===== src/rtl/bin2bcd_display_feed_if.sv =====
// Handshake and result bundle between the ALU write bus and the BCD feed.
// The master drives start/value; the slave returns status and digits.
interface bin2bcd_display_feed_if #(
    parameter int WIDTH  = 16,
    parameter int DIGITS = 5
);
    logic                  start;
    logic [WIDTH-1:0]      value;
    logic                  busy;
    logic                  done;
    logic [4*DIGITS-1:0]   bcd;
    logic                  neg;
    logic [DIGITS-1:0]     blank;

    modport master (
        output start, value,
        input  busy, done, bcd, neg, blank
    );

    modport slave (
        input  start, value,
        output busy, done, bcd, neg, blank
    );
endinterface


===== src/rtl/bin2bcd_display_feed.sv =====
// Sequential double-dabble converter feeding decimal digits to the LCD.
// One shift per clock; registered digits, sign and leading-zero mask.
module bin2bcd_display_feed #(
    parameter int WIDTH       = 16,
    parameter int DIGITS      = 5,
    parameter bit SIGNED_MODE = 1'b0
) (
    input  logic                    clk,
    input  logic                    reset,
    bin2bcd_display_feed_if.slave   bus
);
    localparam int CW = $clog2(WIDTH + 1);
    localparam int BW = 4 * DIGITS;
    localparam logic [DIGITS-1:0] BLANK_RST = {{(DIGITS-1){1'b1}}, 1'b0};

    typedef enum logic {IDLE, SHIFT} state_t;

    state_t            state;
    state_t            state_nxt;
    logic [WIDTH-1:0]  shreg;
    logic [BW-1:0]     scratch;
    logic [CW-1:0]     step;
    logic              neg_cap;

    logic              sign_in;
    logic [WIDTH-1:0]  mag;
    logic [BW-1:0]     adj;
    logic [BW-1:0]     scratch_nxt;
    logic [WIDTH-1:0]  shreg_nxt;
    logic              last;
    logic [DIGITS-1:0] blank_nxt;

    logic              done_r;
    logic              neg_r;
    logic [BW-1:0]     bcd_r;
    logic [DIGITS-1:0] blank_r;

    // Two's-complement negate is exact in WIDTH bits for the most negative value.
    always_comb begin
        sign_in = SIGNED_MODE ? bus.value[WIDTH-1] : 1'b0;
        mag     = sign_in ? (~bus.value + WIDTH'(1)) : bus.value;
    end

    always_comb begin
        adj = scratch;
        for (int d = 0; d < DIGITS; d++) begin
            if (scratch[4*d +: 4] >= 4'd5)
                adj[4*d +: 4] = scratch[4*d +: 4] + 4'd3;
        end
        {scratch_nxt, shreg_nxt} = {adj, shreg} << 1;
        last = (step == CW'(WIDTH - 1));
    end

    always_comb begin
        logic lead;
        lead      = 1'b1;
        blank_nxt = '0;
        for (int d = DIGITS - 1; d >= 1; d--) begin
            lead         = lead & (scratch_nxt[4*d +: 4] == 4'd0);
            blank_nxt[d] = lead;
        end
    end

    always_ff @(posedge clk) begin
        if (reset)
            state <= IDLE;
        else
            state <= state_nxt;
    end

    always_comb begin
        state_nxt = state;
        unique case (state)
            IDLE:  if (bus.start) state_nxt = SHIFT;
            SHIFT: if (last)      state_nxt = IDLE;
            default:              state_nxt = IDLE;
        endcase
    end

    always_ff @(posedge clk) begin
        if (reset) begin
            shreg   <= '0;
            scratch <= '0;
            step    <= '0;
            neg_cap <= 1'b0;
            done_r  <= 1'b0;
            neg_r   <= 1'b0;
            bcd_r   <= '0;
            blank_r <= BLANK_RST;
        end else begin
            done_r <= 1'b0;
            unique case (state)
                IDLE: begin
                    if (bus.start) begin
                        shreg   <= mag;
                        scratch <= '0;
                        step    <= '0;
                        neg_cap <= sign_in;
                    end
                end
                SHIFT: begin
                    shreg   <= shreg_nxt;
                    scratch <= scratch_nxt;
                    step    <= step + CW'(1);
                    if (last) begin
                        bcd_r   <= scratch_nxt;
                        blank_r <= blank_nxt;
                        neg_r   <= neg_cap;
                        done_r  <= 1'b1;
                    end
                end
                default: ;
            endcase
        end
    end

    assign bus.busy  = (state == SHIFT);
    assign bus.done  = done_r;
    assign bus.bcd   = bcd_r;
    assign bus.neg   = neg_r;
    assign bus.blank = blank_r;
endmodule


===== src/flat_wrapper.sv =====
// flat-port wrapper written by rule: the top's interface ports become plain ports
module bin2bcd_display_feed_flat 
#(
    parameter int WIDTH       = 16,
    parameter int DIGITS      = 5,
    parameter bit SIGNED_MODE = 1'b0
)
  (clk, reset, bus_start, bus_value, bus_busy, bus_done, bus_bcd, bus_neg, bus_blank);
  bin2bcd_display_feed_if #(.WIDTH(WIDTH), .DIGITS(DIGITS)) bus_i ();
  input  logic clk;
  input  logic reset;
  input wire logic [$bits(bus_i.start)-1:0] bus_start;
  input wire logic [$bits(bus_i.value)-1:0] bus_value;
  output wire logic [$bits(bus_i.busy)-1:0] bus_busy;
  output wire logic [$bits(bus_i.done)-1:0] bus_done;
  output wire logic [$bits(bus_i.bcd)-1:0] bus_bcd;
  output wire logic [$bits(bus_i.neg)-1:0] bus_neg;
  output wire logic [$bits(bus_i.blank)-1:0] bus_blank;
  assign bus_i.start = bus_start;
  assign bus_i.value = bus_value;
  assign bus_busy = bus_i.busy;
  assign bus_done = bus_i.done;
  assign bus_bcd = bus_i.bcd;
  assign bus_neg = bus_i.neg;
  assign bus_blank = bus_i.blank;
  bin2bcd_display_feed #(.WIDTH(WIDTH), .DIGITS(DIGITS), .SIGNED_MODE(SIGNED_MODE)) u_core (.clk(clk), .reset(reset), .bus(bus_i));
endmodule

===== config.mk =====
export PLATFORM = sky130hd
export DESIGN_NAME = bin2bcd_display_feed_flat
export DESIGN_NICKNAME = d
export VERILOG_FILES = /design/src/rtl/bin2bcd_display_feed_if.sv /design/src/rtl/bin2bcd_display_feed.sv /design/src/flat_wrapper.sv
export SDC_FILE = /design/constraint.sdc
export NUM_CORES = 1
export LEC_CHECK = 0
export CAP_MARGIN = 20
export CORE_MARGIN = 5
export CORE_UTILIZATION = 60
export CTS_BUF_LIST = sky130_fd_sc_hd__clkbuf_8
export CTS_CLUSTER_SIZE = 10
export DETAILED_ROUTE_END_ITERATION = 8
export MAX_ROUTING_LAYER = met4
export PLACE_DENSITY_LB_ADDON = 0.15
export SLEW_MARGIN = 20
export SYNTH_ARGS = -nofsm -noshare
export SYNTH_HDL_FRONTEND = slang
export SYNTH_SLANG_ARGS = --single-unit

===== constraint.sdc =====
create_clock -name clk -period 4.51 [get_ports clk]
set_input_delay 0.6765 -clock clk [delete_from_list [all_inputs] [get_ports clk]]
set_output_delay 0.6765 -clock clk [all_outputs]
set_load 0.01 [all_outputs]

Word-level counts from Yosys, hierarchy flattened
Cells that the tools add are included.
{ "classes": {"magnitude_cmp": 5, "n_addsub": 6, "n_bitwise": 4, "eq_ne": 2, "n_reduce_logical": 6, "mux": 15} }
{ "ops": {"columns": ["cell", "n"], "rows": [
  ["$pmux W20 S2", 1],
  ["$pmux W16 S2", 1],
  ["$ge A4 B3 Y1 const B", 5],
  ["$mux W20", 1],
  ["$add A4 B2 Y4 const B", 4],
  ["$logic_not A4 Y1", 4],
  ["$mux W16", 1],
  ["$mux W4", 4],
  ["$pmux W5 S2", 1],
  ["$add A5 B1 Y5 const B", 1],
  ["$eq A5 B4 Y1 const B", 1],
  ["$mux W5", 1],
  ["$add A3 B2 Y3 const B", 1],
  ["$and A1 B1 Y1", 3],
  ["$mux W1", 3],
  ["$mux W3", 1],
  ["$ne A2 B2 Y1 const B", 1],
  ["$pmux W1 S2", 1],
  ["$reduce_and A2 Y1", 1],
  ["$reduce_or A2 Y1", 1],
  ["$not A1 Y1", 1]
]} }
{ "totals": {"inputBits": 19, "elab_cells": 45, "regBits": 67, "output_inout_bits": 28} }

Logic depth before layout (Yosys ltp)
{ "depth": {"depth_word": 6, "mapped_depth": 7, "ltp_nobuf": 7} }

Worst setup path after synthesis
Ideal clock, no wire load.
{ "synth_path": {"path_type": "reg2reg", "start": "reg u_core.scratch[13]", "end": "reg u_core.blank_r[1] (netlist: u_core.bus.blank[1])", "path_slack_ps": 2816, "stages_incl_launch_ff": 8, "period_less_slack_ps": 1694, "arrival_time_ps": 1609, "path_buffers": 0, "t_required_ps": 4426, "setup_time_ps": 84, "cell_sequence": "dfxtp_1 > inv_1 > ha_1 > nand2b_1 > a21oi_1 > mux2i_1 > nand4_2 > o31ai_2"} }
{ "synth_between": {"elab_chain_len": 6, "elab_cells_between_ends": 8, "cone_classes": "1 x add/sub; 1 x order compare; 1 x mux; 3 x bitwise; 2 x reduce/logical"} }
{ "synth_rtl": {"columns": ["element", "line", "source"], "rows": [
  ["start, declared", "bin2bcd_display_feed.sv:21", "logic [BW-1:0] scratch;"],
  ["start signal, assigned", "bin2bcd_display_feed.sv:103", "scratch <= scratch_nxt;"],
  ["$add A4 B2 Y4 or $ge A4 B3 Y1 (tied branches)", "bin2bcd_display_feed.sv:48, bin2bcd_display_feed.sv:47", null],
  ["$mux W4 (*)", "bin2bcd_display_feed.sv:47", "if (scratch[4*d +: 4] >= 4'd5)"],
  ["$logic_not A4 Y1", "bin2bcd_display_feed.sv:59", "lead = lead & (scratch_nxt[4*d +: 4] == 4'd0);"],
  ["$and A1 B1 Y1 (*) (3 in series)", "bin2bcd_display_feed.sv:59", null],
  ["end signal, assigned", "bin2bcd_display_feed.sv:107", "blank_r <= blank_nxt;"],
  ["end, declared", "bin2bcd_display_feed.sv:36", "logic [DIGITS-1:0] blank_r;"]
]} }
Mark *: on every way between the ends. The rest lies on a longest branch, timed or not.
A chain may end at the register's enable or synchronous reset.

Final worst setup path
{ "layout_path": {"start": "reg u_core.state (netlist: u_core.bus.busy)", "end": "out bus_busy"} }
{ "layout_rtl": {"columns": ["element", "line", "source"], "rows": [
  ["start, declared", "bin2bcd_display_feed.sv:18", "state_t state;"],
  ["start signal, assigned", "bin2bcd_display_feed.sv:68", "state <= state_nxt;"],
  ["end, declared", "flat_wrapper.sv:14", "output wire logic [$bits(bus_i.busy)-1:0] bus_busy;"]
]} }
No word-level cell between the ends.

==> results.toml <==
[power_and_ir_drop]
p_sw_frac = 0.2314
clkPwrFrac = 0.378
power_frac_seq = 0.556
p_comb_frac = 0.067
peakVddDrop_mv = 0.2258
p_leak_nw = 1.469
p_sw_uw = 256.7
powerDensity_nw_per_um2 = 293.6
p_int_uw = 852.3

[yosys]
synthFlopType = "dfxtp_1"
yosys.cell_types.count = 41
synth_area_um2 = 3197
yosys_warnings = 0
synth_seq_area_share = 0.4196
synth.ff_latch_count = 67
synth_largest_area_cell = "dfxtp_1"
synthCells = 388
synthArstFlopShare = 0
synth_edf_count = 0
synth_area_leaders = "dfxtp_1 42%, a21oi_1 9.2%, mux2i_1 8.5%"
synth_top_area_frac = 0.4196
yosysMostFrequentCell = "dfxtp_1"
synth_common_cells = "67 x dfxtp_1, 63 x nor2_1, 59 x a21oi_1, 34 x nand2_1, 27 x mux2i_1"
syn_avg_cell_area_um2 = 8.239

[worst_hold_path]
holdPathStages = 2
min_path_type = "reg2reg"

[worst_setup_path]
slowest_delay_ps = 830
cp_cell_sequence = "clkdlybuf4s50_1"
critical_path_required_ps = 3830
crit_buf_inv = 1
critPathTopFamily = "flip-flops"
rr_worst_depth = 4
cp_num_cells = 1
cp-start-kind = "register"
endpoint_kind = "primary output"
slowest_stage = "dfxtp_2"
path_max_fanout = 44
critPathArrivalTime_ps = 1860
critical_path_class = "reg2out"

[final_layout]
fin_util = 0.7349
area_growth_pct = 18.16
layout-drive-gt1-share = 0.05463
n_antenna_cell = 0
fin_nets = 451

[floorplanning]
fp.dieW_um = 83.00
dieArea_um2 = 6888
dieHeight_um = 83.00
num_rows = 26
core_um2 = 5140
ios = 47
initial_utilization = 0.6220

[global_routing]
grt_use_total = 0.1948
busiest_layer = "met2"
grt_pass1_wl_um = 10840
antenna_found_initial = 0
grt_use_met1 = 0.2078
grt.met3_usage = 0.04455
grt_pass1_vias = 2530
overflow = 0
grt_start_max_net_pins = 68
gr-usage-met2 = 0.3367

[routing]
routedWlPerCell_um = 12.97
num_vias = 2669
via_per_inst = 5.436
drc = 0
routed_wl_um = 6370
drt_iter0_drc = 125
dr.pass1.iters = 4
ant_nets = 0

[status]
status = "completed"

[timing]
rsz0062_at_grt = "no"
fin_ws_ps = 1970
max_slew_margin = 0.3786
worstMarginPinSlew_ps = 929.1
timing.setup.tns_ps = 0
max_freq_mhz = 393.8
post-route-period-util = 0.5631
drv_slew = 0
hold_viol = 0
finClkSkew_ps = 7.561
finalSetupViolCount = 0
fin_crit_ps = 2540

[clock_network]
post_cts_buffers = 0
clock-root-buffer = "clkbuf_8"
cts_resized = 0
cts.hold.buffers_added = 0
clk_path_buf_depth = 2
cts_buffers = 9
htree_levels = 3
clkTransAtPathRegs_ps = 60
cts_tree = "done"
clock_latency_ps = 350
clock-sinks = 67

[place]
pre_cts_ws_ps = 1727
gp_congestion = 0.8201
hpwl_um = 4281
port_buffers = 44

[job]
maxCapViolations = 0
[worst reg2reg max path, delay by kind of cell, from the launching register on]
kind,cells,cell delay [ps]
DFF,1,830
and+or+nand+nor,2,640
AOI/OAI and AO/OA,2,650
[path summary, 6_finish.rpt]
kind	start	end	slack [ps]
max reg2reg	u_core.bus.busy$_SDFF_PP0_	u_core.bus.blank[1]$_SDFFE_PP1P_	2320
max	u_core.bus.busy$_SDFF_PP0_	bus_busy	1970
min	u_core.bus.bcd[10]$_SDFFE_PP0P_	u_core.bus.bcd[10]$_SDFFE_PP0P_	450
min reg2reg	u_core.bus.bcd[10]$_SDFFE_PP0P_	u_core.bus.bcd[10]$_SDFFE_PP0P_	450
[cells in the final DEF, fill, tap and decap left out, types with 2 or more instances in the layout]
master           synthesis  layout
inv_1                   11      12
a211oi_1                 8       8
nor2b_1                  2       2
a21oi_1                 59      59
buf_4                    3       3
clkbuf_8                 0      11
conb_1                   1       2
nand2_1                 34      34
ha_1                    12      12
o21ai_0                  8       8
nor3_1                  10      10
clkdlybuf4s50_1          0      43
a21o_1                   3       3
a22oi_1                  2       2
nor2_1                  63      63
xnor2_1                  5       5
and2_1                   3       2
nand2b_1                 9       9
or3_1                    2       2
mux2i_1                 27      27
nor3b_1                 14      14
nand3_1                  5       5
dfxtp_1                 67      66
[registers in the layout, summed over array words and instances (netlist names)]
signal / flops
u_core.bus.bcd: 20
u_core.bus.blank: 4
u_core.bus.busy: 1
u_core.bus.done: 1
u_core.scratch: 20
u_core.shreg: 16
u_core.step: 5
[power by group through the flow]
stage                     clock network [mW]  registers, mW  logic (mW)
after floorplan                            0          0.620      0.0586
after global placement                     0          0.628      0.0718
after detailed placement                   0          0.629      0.0743
after CTS                              0.426          0.616      0.0748
after global routing                   0.450          0.618      0.0821
final                                  0.419          0.616      0.0740
[final cells by class]
cell class	instances	area [um^2]
Multi-Input combinational cell	285	1698
Fill cell	442	1363
Sequential cell	67	1343
Timing Repair Buffer	46	452.9
Clock buffer	11	151.4
Tap cell	70	87.58
Inverter	11	41.29
Clock inverter	1	3.754
[per-layer routing]
layer	share of wire	up-vias
li1	-	1378
met2	0.50	41
met3	0.041	12
met5	0	-
met4	0.020	0
met1	0.44	1238
[kinds of logic after synthesis]
logic type	after synthesis	share of synthesized area
compound gates	89	0.1597
mux	28	0.08806
xor+xnor	5	0.01370
simple gates	149	0.2200
fa+ha+maj	12	0.04697
other cells	1	0.001173
flops	67	0.4196
buf+inv	37	0.05088
[per-stage QoR]
step	power [mW]	instances	hold WS, ps	area, um^2
after floorplan	0.6790	389	444.6	3201
after global placement	0.7002	479	442.0	3618
after detailed placement	0.7032	479	445.3	3621
after CTS	1.117	491	454.5	3776
after global routing	1.150	491	474.1	3777
final	1.109	491	453.1	3777
No activity file was read; power rests on OpenSTA's default activity.
